## src/rtl/cd_clock_gen_pkg.sv

```systemverilog
// CD_pkg: channel ids, minimum legal divisor and reset divisors for cd_clock_gen
package CD_pkg;
  typedef enum logic [1:0] {CD_CH_VGA, CD_CH_UART, CD_CH_LM, CD_CH_DB} cd_ch_e;
  localparam int unsigned CD_DIV_MIN = 2;
  localparam int unsigned CD_DEF_VGA = 4;
  localparam int unsigned CD_DEF_UART = 651;
  localparam int unsigned CD_DEF_LM = 50000;
  localparam int unsigned CD_DEF_DB = 10000;
endpackage

```

## src/rtl/cd_clock_gen_div_channel.sv

```systemverilog
// cd_div_channel: one programmable divider with registered square-wave output (tick when CD_TICK_EN)
module cd_div_channel
  import CD_pkg::*;
#(
  parameter int W = 16,
  parameter int unsigned DIV = CD_DEF_VGA
) (
  input  logic         clk,
  input  logic         rst_n,
  input  logic         load,
  input  logic [W-1:0] load_div,
  output logic         wrap,
  output logic         clk_out
`ifdef CD_TICK_EN
  ,
  output logic         tick
`endif
);
  logic [W-1:0] cnt;
  logic [W-1:0] div;
  logic         clk_next;
  assign wrap = cnt == div - W'(1);
  assign clk_next = cnt < (div >> 1);
  // a new divisor is only taken at the wrap, so every period is whole
  always_ff @(posedge clk) begin
    if (!rst_n) begin
      cnt     <= '0;
      div     <= W'(DIV);
      clk_out <= 1'b0;
    end else begin
      cnt     <= wrap ? '0 : cnt + W'(1);
      div     <= (wrap && load) ? load_div : div;
      clk_out <= clk_next;
    end
  end
`ifdef CD_TICK_EN
  always_ff @(posedge clk) begin
    tick <= rst_n && clk_next && !clk_out;
  end
`endif
endmodule

```

## src/rtl/cd_clock_gen.sv

```systemverilog
// cd_clock_gen: four programmable clock dividers with a one-deep config slot; CD_TICK_EN adds tick[3:0]
module cd_clock_gen
  import CD_pkg::*;
#(
  parameter int W = 16,
  parameter int unsigned DIV_VGA = CD_DEF_VGA,
  parameter int unsigned DIV_UART = CD_DEF_UART,
  parameter int unsigned DIV_LM = CD_DEF_LM,
  parameter int unsigned DIV_DB = CD_DEF_DB
) (
  input  logic         clk,
  input  logic         rst_n,
  input  logic         cfg_valid,
  output logic         cfg_ready,
  input  logic [1:0]   cfg_sel,
  input  logic [W-1:0] cfg_div,
  output logic         cfg_err,
  output logic         clk_VGA,
  output logic         clk_UART,
  output logic         clk_LM,
  output logic         clk_DB
`ifdef CD_TICK_EN
  ,
  output logic [3:0]   tick
`endif
);
  logic         pend_vld;
  cd_ch_e       pend_sel;
  logic [W-1:0] pend_div;
  logic [3:0]   wrap;
  logic [3:0]   outs;
  logic [3:0]   load;
  logic         take;
  logic         bad;
  assign cfg_ready = !pend_vld;
  assign take = cfg_valid && cfg_ready;
  assign bad = cfg_div < W'(CD_DIV_MIN);
  genvar i;
  for (i = 0; i < 4; i++) begin : g_ch
    assign load[i] = pend_vld && (pend_sel == 2'(i));
    cd_div_channel #(
      .W(W),
      .DIV(i == 0 ? DIV_VGA : i == 1 ? DIV_UART : i == 2 ? DIV_LM : DIV_DB)
    ) u_ch (
      .clk(clk),
      .rst_n(rst_n),
      .load(load[i]),
      .load_div(pend_div),
      .wrap(wrap[i]),
      .clk_out(outs[i])
`ifdef CD_TICK_EN
      ,
      .tick(tick[i])
`endif
    );
  end
  assign {clk_DB, clk_LM, clk_UART, clk_VGA} = outs;
  // slot is cleared on the owning channel's wrap; a transfer landing on that same wrap waits for the next one
  always_ff @(posedge clk) begin
    if (!rst_n) begin
      pend_vld <= 1'b0;
      pend_sel <= CD_CH_VGA;
      pend_div <= '0;
      cfg_err  <= 1'b0;
    end else begin
      cfg_err <= take && bad;
      if (pend_vld && wrap[pend_sel]) begin
        pend_vld <= 1'b0;
      end else if (take && !bad) begin
        pend_vld <= 1'b1;
        pend_sel <= cd_ch_e'(cfg_sel);
        pend_div <= cfg_div;
      end
    end
  end
endmodule

```

## config.mk

```make
export PLATFORM = sky130hd
export DESIGN_NAME = cd_clock_gen
export DESIGN_NICKNAME = d
export VERILOG_FILES = /design/src/rtl/cd_clock_gen_pkg.sv /design/src/rtl/cd_clock_gen_div_channel.sv /design/src/rtl/cd_clock_gen.sv
export SDC_FILE = /design/constraint.sdc
export NUM_CORES = 1
export LEC_CHECK = 0
export CAP_MARGIN = 20
export CORE_ASPECT_RATIO = 2
export CORE_MARGIN = 4
export CORE_UTILIZATION = 30
export CTS_BUF_LIST = sky130_fd_sc_hd__clkbuf_16
export DETAILED_ROUTE_END_ITERATION = 16
export GPL_ROUTABILITY_DRIVEN = 0
export HOLD_SLACK_MARGIN = 0.05
export PLACE_DENSITY_LB_ADDON = 0.1
export SYNTH_ARGS = -nofsm -noshare
export SYNTH_HDL_FRONTEND = slang
export SYNTH_SLANG_ARGS = --single-unit
```

## constraint.sdc

```tcl
create_clock -name clk -period 8.26 [get_ports clk]
set_input_delay 1.652 -clock clk [delete_from_list [all_inputs] [get_ports clk]]
set_output_delay 1.652 -clock clk [all_outputs]
set_load 0.01 [all_outputs]
```

==> results of run 1 <==
cell type report:
cell class              instances  area [sq um]
fillers                      3209         19800
multi-input cells             829          5670
flip-flops and latches        152          3040
well taps                     368           460
clock buffers                  17           425
repair buffers                 33           320
inverters                      75           282
clock inverters                15           143
cell usage after synthesis, drive strengths merged, types with 2 or more instances:
library cell    n  area [sq um]
o31a            2          17.5
clkbuf         27           101
a21oi          23           115
nor4b           5          50.0
and4            4          35.0
a31oi           7          43.8
nand2b          9          56.3
nand4b          4          35.0
or3             5          31.3
nor3b           4          41.3
o2111ai         6          52.6
nor4           21           131
nor2b           7          43.8
buf             9          57.6
o211ai         14           105
o22ai           3          18.8
a211o           4          35.0
a211oi          5          37.5
a41oi           3          26.3
o31ai           3          22.5
nand2          71           267
dfxtp         152          3040
mux2i          72           721
o21a            2          15.0
or4             7          56.3
a2111oi         3          32.5
xnor2          75           657
nor2          170           638
o21ai          20           100
a21o           21           158
nand3          45           225
nor3           29           145
and3           20           125
inv            75           282
a311oi          2          17.5
ha             64           801
and2            3          18.8
nand4          26           169
xor2           60           526
o311ai          2          17.5
where the power goes:
part | internal, W | switching (W) | leakage [nW]
sequential | 0.000748 | 0.0000310 | 1.23
combinational | 0.0000493 | 0.0000549 | 2.67
clock | 0.000420 | 0.000352 | 0.275
total | 0.00122 | 0.000438 | 4.18
critical path, cell delays in order, from the launching register on:
cell and delay, ns:
dfxtp_1 0.37, inv_1 0.11, ha_1 0.19, nor3b_1 0.79, nand2_1 0.15, xnor2_1 0.17, a211oi_1 0.45, nand3_1 0.23
nor4b_4 0.66, buf_4 0.33, mux2i_1 0.20, nor2_1 0.05
through the flow:
stage / std cells / power, W
floorplan: 1092 / 0.000848
global placement: 1456 / 0.000902
detailed placement: 1457 / 0.000903
CTS: 1489 / 0.00169
global route: 1489 / 0.00172
finish: 1489 / 0.00166
flip-flops by register name, summed over array words and instances, names as in the netlist:
name and cells:
cfg_err 1, g_ch.u_ch.cnt 64, g_ch.u_ch.div 64, pend_sel 2, pend_vld 1, pend_div 16, g_ch.u_ch.clk_out 4
cells in the final DEF (no fill, tap or decap), drive strengths merged, types with 23 or more instances in the layout:
cell / n
nand2: 71
clkdlybuf4s50: 26
nor3: 29
nand3: 45
a21oi: 23
xor2: 60
ha: 64
nand4: 26
inv: 80
nor2: 170
xnor2: 75
mux2i: 72
dfxtp: 152
metal layers:
metal	vias up	part of all wire
li1	3834	-
met4	0	0.025
met1	3578	0.38
met5	-	0
met2	86	0.58
met3	34	0.018
cell families (layout without fill, tap and decap cells):
family / after synthesis / after routing / synth area share
flip-flops: 152 / 152 / 0.333
AO/OA/AOI/OAI: 126 / 126 / 0.0950
adder cells (fa/ha/maj): 64 / 64 / 0.0876
AND/OR/NAND/NOR: 432 / 432 / 0.228
multiplexers: 72 / 72 / 0.0788
XOR/XNOR: 135 / 135 / 0.129
buffers and inverters: 111 / 140 / 0.0482
how the worst max path moves through the flow:
stage                             start  cells after the start                   end
detailed placement           cfg_div[7]                      7          pend_div[15]
finish              g_ch[1].u_ch.div[0]                     11  g_ch[1].u_ch.div[14]
CTS                 g_ch[1].u_ch.div[0]                     11  g_ch[1].u_ch.div[13]
global route        g_ch[1].u_ch.div[0]                     11  g_ch[1].u_ch.div[12]
global placement             cfg_div[7]                      6           pend_div[8]
floorplan                    cfg_div[8]                      7          pend_div[10]
==> metrics.txt, run 1 <==
synth unique cells 57; leakage 4.18 nW; Port-buffer cells 26; FF-to-FF path depth 11; reg2reg end g_ch[1].u_ch.div[14]; element type at the critical path start flip-flop; IO Pins 27; Crit path arrival time roughly 4.2 ns; Ys Warns 0; Synth Cell Area 9140 sq um; Post-synth EDFFs 0; Layout area overhead 13.2%; Post-Route WL 26000 microns; detailed placement HPWL 20000 microns; RSZ-0062 raised after global routing false; hold crit path type reg2reg; vias in the first global route 7659; fin area 10300 sq um; cts bufs inserted 17; Syn Nets approximately 1200; H-tree levels 4; Final nets 1193; RR Startpoint g_ch[1].u_ch.div[0]; die footprint approximately 34000 sq um; Slew Limit Headroom 0.312; clk buf depth 2; standard-cell rows 90; CTS resizes 0; CTS tree built; hold_sp pend_vld; met2 Use GR 0.326; outcome complete, no violations; TNS Setup 0 ns; gr busiest metal met2; final core occ 0.343; Hold Path Sink cfg_err; worst hold slack 0.477 ns; Worst Slack Setup Final 4.41 ns; Worst Clk Skew 0.0124 ns; clk_lat worst skew 0.45 ns; Pwr per Cell Area ~160 nW/um^2; drt wl/cell 17.5 microns; core area 30200 sq um; First-pass DRT Iterations 5; initial core utilization 0.303; post-synthesis sequential area ratio 0.333; Slew @ Worst Pin approximately 1 ns; Iteration-0 DRC Markers 277; Tcrit/Tclk final 0.466; Area after DPL 9780 sq um; final setup vio count 0; clk slew on worst S/H paths 0.07 ns; Via density 5.06; met3 Use GR 0.0224; Pins Over Slew Limit 0; CP Max Fanout 11; CP endpoint kind flip-flop; Die W 131 microns; Worst EP required 8.56 ns; WS Path Type reg2reg; Via Count 7532; Synth Instances 1092; GR Util met1 0.157; post-CTS setup repair buffer count 0; largest net degree at the start of global routing 66; ratio of cells with drive above 1 in the final layout 0.0419; hold buffers post-CTS 0; Hold Violations, Final 0; pre-CTS setup slack approximately 4.3 ns; dominant synthesized flop cell dfxtp_1; GRT overflow 0; Worst R2R Setup Slack 4.41 ns; CTS sink count 152; fmax 260 MHz; post-synthesis register bit count ~150; residual DRC count 0; worst hold path cell count 1; CTS Root Cell clkbuf_16; ys async rst share 0; first-pass GRT wire length 41800 microns; gr usage total 0.159; DRT antenna net count 0; number of diodes 0; Die Y 255 microns; Min Clock Period, post-route 3.85 ns; Peak VDD IR 0.173 mV; Avg Cell Area, Syn 8.37 sq um; max_cap viols 0; initial antenna violation count 0
Note: power is estimated with default switching activity, not from simulation.
==> inputs of run 2 (changes only) <==
- clock period: 8.26 -> 3.4 ns (I/O delays scaled with it)
==> metrics.txt, run 2 (synthesis results as in run 1) <==
outcome complete, no violations; clk slew on worst S/H paths 0.07 ns (about the same); final setup vio count 0 (unchanged); Iteration-0 DRC Markers 252 (-9.0%); core area 30200 sq um (unchanged); element type at the critical path start flip-flop; vias in the first global route 7734 (+0.98%); die footprint 33500 sq um (unchanged); detailed placement HPWL 20300 microns (+1.9%); most frequent cells in the layout nor2_1, dfxtp_1, xnor2_1, inv_1, mux2i_1; initial antenna violation count 0 (unchanged); cts bufs inserted 17 (unchanged); Worst EP required 3.73 ns (-4.83 ns); Final nets 1210 (+1.4%); hold crit path type reg2reg; worst hold slack 0.517 ns (+0.0398 ns); IO Pins 27 (unchanged); Via density 5.03 (-0.63%); CP endpoint g_ch[3].u_ch.div[11]; Pwr per Cell Area 398 nW/um^2 (+150%); first-pass GRT wire length 42200 microns (+0.99%); launch point of the worst path g_ch[3].u_ch.div[0]; standard-cell rows 90 (unchanged); Hold Violations, Final 0 (unchanged); Layout area overhead 15.4%; RSZ-0062 raised after global routing false; max_cap viols 0 (unchanged); post-CTS setup repair buffer count 0 (unchanged); number of diodes 0 (unchanged); Worst R2R Setup Slack 0.26 ns (-4.15 ns); H-tree levels 4 (unchanged); Pins Over Slew Limit 0 (unchanged); Crit path arrival time 3.46 ns (-0.70 ns); fillcell total 3215 (+0.19%); clock power share 0.486 (+0.020); Min Clock Period, post-route 3.14 ns (-0.714 ns); CTS tree built; Tcrit/Tclk final 0.923 (+0.456); Switching Share 0.258 (-0.00708); largest net degree at the start of global routing 28 (-58%); ratio of cells with drive above 1 in the final layout 0.0571 (+0.0152); Peak VDD IR 0.341 mV (+97%); leakage 4.30 nW (+2.8%); Port-buffer cells 26 (unchanged); initial core utilization 0.303 (unchanged); Worst Clk Skew 0.00839 ns (-0.00397 ns); fmax 319 MHz (+23%); final core occ 0.350 (+0.00688); final std cells w/o fill 1506 (+1.1%); Die W 131 microns (unchanged); drt wl/cell 17.3 microns (-1.2%); Net Switching 0.00108 W (+150%); Die Y 255 microns (unchanged); Slew @ Worst Pin 0.719 ns (-0.311 ns); CTS Root Cell clkbuf_16; RR Startpoint g_ch[3].u_ch.div[0]; CTS sink count 152 (unchanged); clk_lat worst skew 0.45 ns (about the same); Cells after DPL 1474 (+1.2%); CP endpoint kind flip-flop; DRT antenna net count 0 (unchanged); reg2reg end g_ch[3].u_ch.div[11]; pre-CTS setup slack 0.144 ns (-4.12 ns); leading cell type in the layout, fill and taps excluded nor2_1; Slew Limit Headroom 0.516 (+0.204); biggest regs g_ch.u_ch.cnt: 64 flops, g_ch.u_ch.div: 64 flops, pend_div: 16 flops; CP Max Fanout 21 (+10); Sequential Power Share 0.451 (-0.020); multi-input logic area 5690 sq um (+0.20%); gr usage total 0.160 (+0.00121); TNS Setup 0 ns (unchanged); FF-to-FF path depth 9 (-2); WS Path Type reg2reg; Post-Route WL 26000 microns (about the same); GRT overflow 0 (unchanged); First-pass DRT Iterations 4 (-1); clk buf depth 2 (unchanged); FF/Latch Area 3040 sq um (unchanged); combinational group share of total power 0.062 (about the same); residual DRC count 0 (unchanged); worst hold path cell count 1 (unchanged); Via Count 7570 (+0.50%); Internal 0.00312 W (+160%); Worst Slack Setup Final 0.263 ns (-4.15 ns)
[run 2: cell count changes in the layout (fill, tap and decap cells not counted), moves of 2 or more]
| cell | delta |
|---|---|
| buf_4 | +16 |
| buf_12 | +2 |
| bufinv_16 | +2 |
| clkinv_2 | -2 |
| inv_6 | -2 |
| inv_8 | +2 |
[run 2: power groups by stage]
| stage | logic [W] | registers, W | clock network (W) |
|---|---|---|---|
| 2_1_floorplan | 0.000167 | 0.00189 | 0 |
| 3_3_place_gp | 0.000266 | 0.00194 | 0 |
| 3_5_place_dp | 0.000268 | 0.00194 | 0 |
| 4_1_cts | 0.000269 | 0.00190 | 0.00210 |
| 5_1_grt | 0.000293 | 0.00190 | 0.00217 |
| 6_report | 0.000262 | 0.00189 | 0.00204 |
[run 2: layer usage]
layer	share of wire	vias to the layer above	GRT usage
met4	0.029	0	0.0682
met2	0.58	93	0.328
met5	0	-	0
li1	-	3866	-
met3	0.018	39	0.0222
met1	0.38	3572	0.158
[run 2: through the flow]
stage          power [W]  instance area (sq um)
2_1_floorplan    0.00206                   9140
3_3_place_gp     0.00220                   9920
3_5_place_dp     0.00221                   9920
4_1_cts          0.00427                  10500
5_1_grt          0.00436                  10600
6_report         0.00420                  10600
[run 2: area by class of cell]
| class | instances | share of cell area |
|---|---|---|
| multi-input cells | 829 | 0.539 |
| clock buffers | 17 | 0.0403 |
| well taps | 368 | 0.0436 |
| clock inverters | 15 | 0.0184 |
| flip-flops and latches | 152 | 0.288 |
| repair buffers | 50 | 0.0441 |
| inverters | 75 | 0.0267 |
[run 2: timing repair]
item / CTS / global route
gates resized for setup: 0 / 2
hold buffers: 0 / 0
endpoints found under the setup margin: 0 / 24
[run 2: worst min path at each step]
stage	startpoint	end	slack, ns
after global placement	g_ch[0].u_ch.cnt[0]	g_ch[0].u_ch.cnt[0]	0.50
after floorplan	pend_vld	cfg_err	0.41
after CTS	g_ch[0].u_ch.cnt[0]	g_ch[0].u_ch.cnt[0]	0.52
after global routing	g_ch[0].u_ch.cnt[15]	g_ch[0].u_ch.cnt[15]	0.55
after detailed placement	g_ch[0].u_ch.cnt[0]	g_ch[0].u_ch.cnt[0]	0.51
final	g_ch[0].u_ch.cnt[0]	g_ch[0].u_ch.cnt[0]	0.52
[run 2: critical path, stage by stage, from the launching register on]
cell and delay, ns:
dfxtp_1 0.36, or4_1 0.57, or3_1 0.38, a2111oi_2 0.38, o2111ai_1 0.16, or4_4 0.48, nor3b_4 0.23, buf_12 0.20
mux2i_1 0.19, nor2_1 0.05
==> edit 1 (config.mk and constraints of run 2) <==
`W` is set to 16 in 2 places; all go to 32.
--- a/src/rtl/cd_clock_gen_div_channel.sv
+++ b/src/rtl/cd_clock_gen_div_channel.sv
@@ -3,5 +3,5 @@
   import CD_pkg::*;
 #(
-  parameter int W = 16,
+  parameter int W = 32,
   parameter int unsigned DIV = CD_DEF_VGA
 ) (
--- a/src/rtl/cd_clock_gen.sv
+++ b/src/rtl/cd_clock_gen.sv
@@ -3,5 +3,5 @@
   import CD_pkg::*;
 #(
-  parameter int W = 16,
+  parameter int W = 32,
   parameter int unsigned DIV_VGA = CD_DEF_VGA,
   parameter int unsigned DIV_UART = CD_DEF_UART,
Interface: changed (resized cfg_div); port bits go from 27 to 43. The function was not compared with the original's and may differ.
==> edit 1 against run 2 <==
- sequential share of layout area decreased by 3.3 points
- worst setup slack got worse by 0.18 ns
- final cell count increased by 130%
- global-route usage increased by 3.8 points
- via count increased by 140%
- total power increased by 85%
- sequential cell count increased by 144
- design area increased by 120%
- synthesized area increased by 110%
- wire length increased to 2.7 times the old value
- largest cell class unchanged
- largest power group unchanged
==> edit 1: results (changes against run 2) <==
[detailed_routing]
wire_per_inst_um=20.6  ; +19%
dr.pass1.iters=5  ; +1
wl_um=70800  ; +170%
drtIter0Drc=867  ; +240%

[setup_path]
ff2ff_path_depth=12  ; +3
critical_path_arrival_ns=3.80  ; +0.34 ns
r2r-end=g_ch[1].u_ch.div[14]
worst-path-max-fanout=12  ; -43%
crit_slowest_cell=or4b_4

[clock_tree]
clock_latency_ns=0.60  ; +0.15 ns
cts_resized=1  ; +1
clockBufferDepth=3  ; +1

[synth]
synthTopCellsByArea=dfxtp_1 30%, ha_1 8.2%, xnor2_1 6.9%
synth_cell_types=82  ; +44%
syn-num-nets=2581  ; +120%

[layout]
clockNetworkAreaShare_pct=4.47  ; -1.4 points
reg_top3=g_ch.u_ch.cnt: 128 flops, g_ch.u_ch.div: 128 flops, pend_div: 32 flops
drive_gt1_share_pct=10.9  ; +5.2 points
finalNetCount=2709  ; +120%
clock_buffers=31  ; +14
seq_area_share_pct=25.5  ; -3.3 points
seq_cell_count=296  ; +95%
multi_input_area_share_pct=54.2  ; +0.33 points

[global_routing]
grt_pass1_wl_um=108000  ; +160%
track_usage_pct=19.8  ; +3.8 points

[power_and_ir_drop]
leakagePower_nw=9.42  ; +120%
p_sw_w=0.00193  ; +79%
pwr.group.sequential_w=0.00361  ; +91%

[placement]
port_buffers=42  ; +62%
dp_cells=3378  ; +130%

[status]
status=finished clean

[sta]
skew_ns=0.0158  ; +0.00737 ns

[min_path]
hold-path-cell-count=2  ; +1

-- edit 1: stage by stage --
stage	hold WS, ns	util [%]	worst slack (ns)	total power, W
final	0.484	36.0	0.0817	0.00775
after global routing	0.487	36.0	-0.0621	0.00803
after CTS	0.451	35.7	0.0113	0.00788
after global placement	0.470	34.1	-0.0765	0.00416
after detailed placement	0.478	34.1	-0.0455	0.00416
after floorplan	0.443	-	0.0107	0.00390
-- edit 1: metal layers --
layer	global-route usage, %	part of all wire [%]	routed length, um	vias to the layer above
met4	9.17	5.1	3640	0
met2	40.2	56	39800	299
li1	-	-	-	8880
met5	0	0	0	-
met3	1.61	2.4	1690	135
met1	19.9	36	25700	8718
-- edit 1: logic make-up after synthesis --
| kind of cell | share of synthesized area (%) |
|---|---|
| AOI/OAI and AO/OA | 14.1 |
| xor gates and xnor gates | 12.1 |
| adders and majority gates | 8.21 |
| buffers and inverters | 5.73 |
| DFF | 30.4 |
| muxes | 4.93 |
| and+or+nand+nor | 24.5 |
==> edit 2 (config.mk and constraints of run 2) <==
Without the edit above. Register the inputs `cfg_valid`, `cfg_sel` and `cfg_div` before use, with the module's reset. The logic sees them one clock later.
--- a/src/rtl/cd_clock_gen.sv
+++ b/src/rtl/cd_clock_gen.sv
@@ -25,4 +25,21 @@
 `endif
 );
+
+  logic cfg_valid_q;
+  logic [1:0] cfg_sel_q;
+  logic [W-1:0] cfg_div_q;
+
+  always_ff @(posedge clk) begin
+    if (!rst_n) begin
+      cfg_valid_q <= '0;
+      cfg_sel_q   <= '0;
+      cfg_div_q   <= '0;
+    end else begin
+      cfg_valid_q <= cfg_valid;
+      cfg_sel_q   <= cfg_sel;
+      cfg_div_q   <= cfg_div;
+    end
+  end
+
   logic         pend_vld;
   cd_ch_e       pend_sel;
@@ -34,6 +51,6 @@
   logic         bad;
   assign cfg_ready = !pend_vld;
-  assign take = cfg_valid && cfg_ready;
-  assign bad = cfg_div < W'(CD_DIV_MIN);
+  assign take = cfg_valid_q && cfg_ready;
+  assign bad = cfg_div_q < W'(CD_DIV_MIN);
   genvar i;
   for (i = 0; i < 4; i++) begin : g_ch
@@ -69,6 +86,6 @@
       end else if (take && !bad) begin
         pend_vld <= 1'b1;
-        pend_sel <= cd_ch_e'(cfg_sel);
-        pend_div <= cfg_div;
+        pend_sel <= cd_ch_e'(cfg_sel_q);
+        pend_div <= cfg_div_q;
       end
     end
Behaviour: not the same (a bounded check fails within 4 cycles, from zero or initial values and one cycle with rst_n low).
==> edit 2 against run 2 <==
- design area increased by 8.0%
- synthesized area increased by 11%
- wire length increased by 13%
- total power increased by 3.9%
- maximum frequency increased by 0.97%
- synthesized cell count increased by 9.0%
- sequential cell count increased by 19
- worst setup slack improved by 0.030 ns
- critical endpoint is now g_ch[3].u_ch.div[14]
==> edit 2: results (changes against run 2) <==
[detailed_routing]
wire_per_inst_um=17.9  ; +3.7%
vias=8356  ; +10%
viasPerCell=5.08  ; +1.1%
dr.pass1.iters=5  ; +1
drtIter0Drc=449  ; +78%

[clock_tree]
cts_buffers=17  ; unchanged
cts_resized=0  ; unchanged
clockBufferDepth=2  ; unchanged
htreeDepth=4  ; unchanged

[placement]
placement.cell_area_um2=10800  ; +8.9%
dp_hpwl_um=22800  ; +12%

[layout]
final.fill_count=3501  ; +8.9%
drive_gt1_share_pct=6.60  ; +0.89 points
finalNetCount=1284  ; +6.1%
reg_top3=g_ch.u_ch.cnt: 64 flops, g_ch.u_ch.div: 64 flops
diodes=0  ; unchanged

[sta]
slew_headroom_pct=47.4  ; -4.2 points
hold_violations=0  ; unchanged
skew_ns=0.0124  ; +0.00397 ns

[power_and_ir_drop]
leakagePower_nw=4.44  ; +3.4%
ir_drop_mv=0.381  ; +12%

[synth]
synth-seq-area-share_pct=33.8  ; +0.56 points
synthFlopType=dfxtp_1
yosys_warnings=0  ; unchanged
synthTopCellsByArea=dfxtp_1 34%, ha_1 7.9%, xnor2_1 6.9%
syn_area_per_cell_um2=8.50  ; +1.5%
synth_cell_types=71  ; +25%
synth_commonest_cells=171 x dfxtp_1, 100 x nor2_1, 84 x inv_1

[global_routing]
grt_pass1_wl_um=46500  ; +10%
track_usage_pct=16.5  ; +0.45 points
grt_max_degree=47  ; +68%
grt_pass1_vias=8333  ; +7.7%

[status]
status=finished clean

[setup_path]
worst-path-max-fanout=16  ; -24%
critical_path_arrival_ns=3.48  ; +0.02 ns

[min_path]
hold-path-cell-count=2  ; +1

## edit 2: power by group
part | internal [W] | switching (W) | leakage [nW]
clock network | 0.00105 | 0.000970 | 0.296
logic | 0.000110 | 0.000134 | 2.76
registers | 0.00204 | 0.0000533 | 1.39
## edit 2: path summary, 6_finish.rpt
check,from,end,slack [ns]
setup / recovery,g_ch[3].u_ch.div[0],g_ch[3].u_ch.div[14],0.29
hold / removal,cfg_sel_q[1],pend_sel[1],0.49
setup reg to reg,g_ch[3].u_ch.div[0],g_ch[3].u_ch.div[14],0.29
hold reg to reg,cfg_sel_q[1],pend_sel[1],0.49
## edit 2: final cells by class
type                    count  share of cell area [%]
multi-input cells         879                    53.7
flip-flops and latches    171                    30.0
well taps                 432                    4.74
clock buffers              17                    3.73
repair buffers             45                    3.49
inverters                  85                    2.80
clock inverters            15                    1.52
## edit 2: kinds of logic after synthesis
group,after synthesis,share of synthesized area (%)
flops,171,33.8
buf+inv,140,5.62
xor+xnor,130,11.3
simple gates,446,24.5
mux,41,4.06
fa+ha+maj,64,7.92
compound gates,198,12.8
## edit 2: layer usage
metal	part of all wire, %	vias to the layer above	global-route usage (%)	wire length, um
met2	59	83	33.5	17400
met4	2.0	0	4.81	596
met1	37	4020	16.6	11000
met3	1.7	28	2.42	498
li1	-	4225	-	-
met5	0	-	0	0
## edit 2: critical path, cell delays in order (launching register included)
cell     delay (ns)
dfxtp_1        0.36
inv_1          0.07
ha_1           0.39
nor4b_2        0.55
nand3_1        0.21
mux2i_1        0.17
o21ai_1        0.33
and3_1         0.60
nand3_1        0.17
a21oi_1        0.17
## edit 2: per-stage QoR
stage | setup WS, ns | total power [W] | utilization (%) | hold WS, ns
finish | 0.293 | 0.00436 | 34.5 | 0.495
global placement | 0.248 | 0.00239 | 32.7 | 0.449
detailed placement | 0.258 | 0.00239 | 32.7 | 0.478
global route | 0.0215 | 0.00454 | 34.5 | 0.526
CTS | 0.232 | 0.00444 | 34.5 | 0.498
floorplan | 0.749 | 0.00228 | - | 0.410
